==> config.mk <==
export PLATFORM = sky130hd
export DESIGN_NAME = versatile_fifo_sc_ctrl
export DESIGN_NICKNAME = d
export VERILOG_FILES = /design/src/rtl/versatile_fifo_sc_ctrl.sv
export SDC_FILE = /design/constraint.sdc
export NUM_CORES = 1
export LEC_CHECK = 0
export BUFFER_PORTS_ARGS = -buffer_cell sky130_fd_sc_hd__buf_2
export CORE_MARGIN = 2
export CORE_UTILIZATION = 50
export CTS_CLUSTER_DIAMETER = 80
export DETAILED_ROUTE_END_ITERATION = 10
export PLACE_DENSITY_LB_ADDON = 0.12
export SETUP_SLACK_MARGIN = 0.4
export SLEW_MARGIN = 20
export SYNTH_ARGS = -nofsm -noshare
export SYNTH_HDL_FRONTEND = slang
export SYNTH_SLANG_ARGS = --single-unit
==> constraint.sdc <==
create_clock -name clk -period 3.8 [get_ports clk]
set_input_delay 0 -clock clk [delete_from_list [all_inputs] [get_ports clk]]
set_output_delay 0 -clock clk [all_outputs]
set_load 0.1 [all_outputs]
==> src/rtl/versatile_fifo_sc_ctrl.sv <==
// Single-clock FIFO controller for an external dual-port RAM with registered read.
// Head word is prefetched onto ram_q_b; rd_valid counts toward occupancy.
module versatile_fifo_sc_ctrl #(
  parameter int unsigned DATA_WIDTH = 8,
  parameter int unsigned ADDR_WIDTH = 9
) (
  input  logic                  clk,
  input  logic                  rst,
  input  logic                  wr_en,
  input  logic [DATA_WIDTH-1:0] wr_data,
  output logic                  full,
  output logic                  wr_overflow,
  output logic                  rd_valid,
  input  logic                  rd_ready,
  output logic [DATA_WIDTH-1:0] rd_data,
  output logic                  empty,
  output logic [ADDR_WIDTH:0]   count,
  output logic [DATA_WIDTH-1:0] ram_d_a,
  output logic [ADDR_WIDTH-1:0] ram_adr_a,
  output logic                  ram_we_a,
  output logic [ADDR_WIDTH-1:0] ram_adr_b,
  output logic [DATA_WIDTH-1:0] ram_d_b,
  output logic                  ram_we_b,
  input  logic [DATA_WIDTH-1:0] ram_q_b
);

  localparam int unsigned CW    = ADDR_WIDTH + 1;
  localparam int unsigned DEPTH = 1 << ADDR_WIDTH;

  logic [ADDR_WIDTH-1:0] wp;
  logic [ADDR_WIDTH-1:0] rp;
  logic [CW-1:0]         ram_cnt;
  logic [CW-1:0]         count_next;
  logic                  wr_acc;
  logic                  rd_take;
  logic                  fetch;

  // Handshake decode; reset suppresses both RAM-side actions.
  always_comb begin
    wr_acc     = wr_en & ~full & ~rst;
    rd_take    = rd_valid & rd_ready;
    fetch      = ~rst & (ram_cnt != '0) & (~rd_valid | rd_ready);
    count_next = count + CW'(wr_acc) - CW'(rd_take);
  end

  // Without a fetch, re-read the head slot so ram_q_b stays stable.
  always_comb begin
    ram_we_a  = wr_acc;
    ram_adr_a = wp;
    ram_d_a   = wr_data;
    ram_adr_b = fetch ? rp : rp - ADDR_WIDTH'(1);
    ram_we_b  = 1'b0;
    ram_d_b   = '0;
    rd_data   = ram_q_b;
    empty     = ~rd_valid;
  end

  always_ff @(posedge clk) begin
    if (rst) begin
      wp          <= '0;
      rp          <= '0;
      ram_cnt     <= '0;
      count       <= '0;
      rd_valid    <= 1'b0;
      full        <= 1'b0;
      wr_overflow <= 1'b0;
    end else begin
      if (wr_acc) wp <= wp + ADDR_WIDTH'(1);
      if (fetch)  rp <= rp + ADDR_WIDTH'(1);
      ram_cnt <= ram_cnt + CW'(wr_acc) - CW'(fetch);
      if (fetch)        rd_valid <= 1'b1;
      else if (rd_take) rd_valid <= 1'b0;
      count       <= count_next;
      full        <= (count_next == CW'(DEPTH));
      wr_overflow <= wr_en & full;
    end
  end

endmodule
# [After elaboration in Yosys (flattened, before gate mapping)]
# Cells that the tools add are included.
[totals] ram_bits=0 latch_bits=0 word_cells=30 out_inout_bits=58 inputBits=20 rom_bits=0 n_memories=0 ff_bits=41
[op_classes] bitwise=10 div=0 order_cmp=0 n_eq_ne=1 n_mux=3 mul=0 n_reduce_logical=2 shift=0 addsub=7
[op_table] op="adder 10 x 1 -> 10 bit" count=2
[op_table] op="subtractor 10 x 1 -> 10 bit" count=2
[op_table] op="adder 9 x 1 -> 9 bit, second input constant" count=2
[op_table] op="== test 10 bit, second input constant" count=1
[op_table] op="nonzero test 10 bit" count=1
[op_table] op="2-to-1 mux 9 bit" count=1
[op_table] op="subtractor 9 x 1 -> 9 bit, second input constant" count=1
[op_table] op="AND 1 bit" count=6
[op_table] op="NOT 1 bit" count=3
[op_table] op="2-to-1 mux 1 bit" count=2
[op_table] op="nonzero test 2 bit" count=1
[op_table] op="bitwise OR 1 bit" count=1

# [Longest topological paths before layout]
[logic_depth] word_depth=6 mapped_depth=16 mapped_depth_nobuf=15

# [Worst setup path after synthesis]
# No wires, ideal clock.
[synth_timing] path_kind="register to register" startpoint="register full" endpoint="register full" t_arrival_ps=4543 n_path_buf=0 setup_slack_ps=-804 setup_ps=61 required_ps=3739 synth_period_minus_slack_ps=4604 path_stages_with_launch=14 path_cell_list="dfxtp_1 -> nand2b_1 -> nor2_1 -> inv_1 -> ha_1 -> inv_1 -> ha_1 -> fa_1 -> a211oi_1 -> o31ai_1 -> a21o_1 -> a21oi_1 -> xor2_1 -> and4_1"
[synth_via] elab_chain_len=6
[synth_rtl] item="start: declaration" line="11" text="output logic full,"
[synth_rtl] item="start signal: assignment" line="74" text="full <= (count_next == CW'(DEPTH));"
[synth_rtl] item="NOT 1 bit" line="40" text="wr_acc = wr_en & ~full & ~rst;"
[synth_rtl] item="AND 1 bit (2 in a row)" line="40"
[synth_rtl] item="net ram_we_a" line="20" text="output logic ram_we_a,"
[synth_rtl] item="adder 10 x 1 -> 10 bit" line="43" text="count_next = count + CW'(wr_acc) - CW'(rd_take);"
[synth_rtl] item="subtractor 10 x 1 -> 10 bit" line="43"
[synth_rtl] item="== test 10 bit" line="74"
# The timed path passes the listed nets, and every way through them passes these cells.
# A chain may end at the register's enable or synchronous reset.

# [Worst setup path in the final report]
[layout_timing] startpoint="register ram_cnt[4]" endpoint="register ram_cnt[8]"
[layout_via] elab_chain_len=4 elab_cells_between_ends=5 classes_between="2 x add/sub; 2 x bitwise; 1 x reduce/logical"
[layout_rtl] item="start: declaration" line="32" text="logic [CW-1:0] ram_cnt;"
[layout_rtl] item="start signal: assignment" line="70" text="ram_cnt <= ram_cnt + CW'(wr_acc) - CW'(fetch);"
[layout_rtl] item="branches (longest 3 deep; another with adder 10 x 1 -> 10 bit)"
[layout_rtl] item="subtractor 10 x 1 -> 10 bit (*)" line="70"
# Every way passes the cells marked *.

==> summary.txt <==
DRT Pass-1 Iters -> 4
1st-iter DRT viols -> 68
Top post-synthesis cells by count -> 44 x nor2_1, 41 x dfxtp_1, 35 x inv_1, 27 x ha_1, 25 x buf_4
Setup_tns -> 0 ns
Unique masters post-synth -> 45
Clk root buf -> clkbuf_8
Reg clk slew, reported paths -> 0.08 ns
Hold/Removal Path Class -> in2out
Synth top area share -> 31.3%
Max Fclk -> 318 MHz
Antenna violations before repair -> 0
CP Launch Type -> register
Nets -> 381
Cts bufs inserted -> 5
Crit path from -> ram_cnt[4]$_SDFF_PP0_
Yosys reg bits -> 41
Synthesized cell area -> 0.00263 sq mm
GRT Util Overall -> 16.6%
Synth Area in Adders -> 14.4%
Sequential area share after synthesis -> 31.3%
Total gr overflow -> 0
Critical path type -> reg2reg
Largest family of logic cells by synthesized area -> simple AND/OR/NAND/NOR gates
Area contributors post-synth -> dfxtp_1 31%, ha_1 13%, xor2_1 7.3%
Synth Instances -> 310
Hold Crit Start -> ram_q_b[4]
Outcome -> finished, final reports clean
Biggest area consumer among synthesized cells -> dfxtp_1
Post-DP HPWL -> 3460 um
Core Footprint -> 0.00507 sq mm
CP required -> 3.99 ns
Setup violations, final -> 0
Top Ports -> 78
Slew Limit Fails -> 0
Xor/xnor share of the synthesized area -> 12.0%
TritonCTS clock tree -> yes
Synth Warn # -> 0
Max Root-Sink Buffers -> 2
Die area -> 0.00585 sq mm
Vias in the first global route -> 1864
Crit path DAT -> 3.33 ns
Diode count -> 0
Syn avg cell area -> 8.47 sq um
Placer congestion estimate -> 0.773
Die width -> 76.5 um
CP max FO -> 12
Async SR Flop Fraction -> 0%
Worst-skew pair later-pin latency -> 0.29 ns
Placement row count -> 26
Reg2reg start -> ram_cnt[4]$_SDFF_PP0_
Area delta synth->final -> 9.34%
Die Ht -> 76.5 um
Initial core utilization -> 51.8%
Setup crit end kind -> register
Vias -> 1947
Clk sinks -> 41
Port buffer count -> 36
Synth Area in Compound Gates -> 9.29%
Prevailing post-synth register cell -> dfxtp_1
WL final -> 4540 um
Simple-Gate Fraction of Synth Area -> 19.0%
Multiplexer share of the synthesized area -> 0.762%
Period minus WS final -> 3.14 ns
Drc violations -> 0
Max Cap Viol -> 0
Final hold violations -> 0
RSZ-0062 raised after global routing -> false
Antenna viol nets, final -> 0
H-tree depth reported by CTS -> 2
Largest net degree at the start of global routing -> 26
EDFF count, synth -> 0
Fraction of layout instances using a drive strength above 1 -> 16.2%
Final worst path period share -> 82.7%
Wirelength per Cell -> 11.3 um
Worst clock skew -> 0.00328 ns
Count leader, synth -> nor2_1
DR vias/cell -> 4.83
First-pass GRT wire length -> 8080 um
## critical path, cell delays in order, from the launching register on
cell and delay, ns:
dfxtp_1 0.35, inv_1 0.06, ha_1 0.20, and4bb_1 0.21
a311oi_2 0.28, buf_6 0.18, ha_1 0.23, inv_1 0.06
ha_1 0.16, inv_1 0.05, fa_1 0.38, nand2b_1 0.17
a21oi_2 0.16, o211a_1 0.17, or3_1 0.14, nand3_1 0.07
and3b_1 0.16
## registers in the layout (all words and copies together), names as in the netlist
name / flops
full: 1
rd_valid: 1
rp: 9
count: 10
wr_overflow: 1
ram_cnt: 10
ram_adr_a: 9
## what timing repair did
item | CTS | global route
gates resized for setup | 0 | 2
hold buffers | 1 | 0
hold endpoints to repair | 1 | 0
endpoints found under the setup margin | 0 | 1
buffers inserted | 0 | 0
## worst paths after layout
check	end	slack [ns]	cells past startpoint
max	ram_cnt[8]$_SDFF_PP0_	0.66	16
min	rd_data[4]	0.00004	0
max reg2reg	ram_cnt[8]$_SDFF_PP0_	0.66	16
min reg2reg	wr_overflow$_SDFF_PP0_	0.47	2
## per-layer routing
| layer | track usage, % | routed length, um |
|---|---|---|
| met5 | 0 | 0 |
| met2 | 27.6 | 2040 |
| met1 | 21.6 | 2300 |
| met4 | 3.82 | 14 |
| met3 | 4.38 | 186 |
## cells by family (layout without fill, tap and decap cells)
| kind of cell | Yosys count | in the layout |
|---|---|---|
| fa+ha+maj | 29 | 29 |
| other cells | 1 | 9 |
| simple gates | 99 | 99 |
| flops | 41 | 41 |
| buf+inv | 67 | 82 |
| compound gates | 35 | 35 |
| mux | 2 | 2 |
| xor+xnor | 36 | 36 |
## cell usage in the layout, fill, tap and decap left out, types with 2 or more instances in the layout
cell,n
conb_1,9
a21o_1,5
buf_2,36
nand3_1,5
and3_1,3
fa_1,2
nand2_1,11
a211oi_1,2
xnor2_1,14
and4_1,2
nand3b_1,2
nor3_1,5
nand4_1,4
nor2_1,43
or3_1,5
dfxtp_1,40
clkbuf_8,6
o21ai_0,4
o31ai_1,2
inv_1,35
mux2i_1,2
o21bai_1,2
nor2b_1,4
ha_1,27
xor2_1,22
a21oi_1,11
nor4_1,2
nand2b_1,4
## final cells by class
cell class / count / area, sq um
multi-input combinational: 210 / 1500
tap: 70 / 87.6
fill: 485 / 2200
inverter: 35 / 131
sequential: 41 / 825
clock buffer: 7 / 86.3
timing repair buffer: 39 / 209
clock inverter: 1 / 30.0
## stage by stage
stage / instance area [sq um] / hold WS (ns) / setup WS [ns] / std cells / utilization [%]
after global routing: 2870 / 0.000138 / 0.424 / 403 / 56.6
after global placement: 2740 / 0.000681 / 0.743 / 394 / 53.9
final: 2870 / 0.0000439 / 0.659 / 403 / 56.6
after floorplan: 2670 / 0.123 / 0.402 / 318 / -
after detailed placement: 2740 / 0.000681 / 0.642 / 394 / 53.9
after CTS: 2860 / 0.000681 / 0.620 / 403 / 56.4
Power is left out: the tool's default activity adds up to more than one toggle a clock period on the data nets, which glitch-free logic cannot reach.
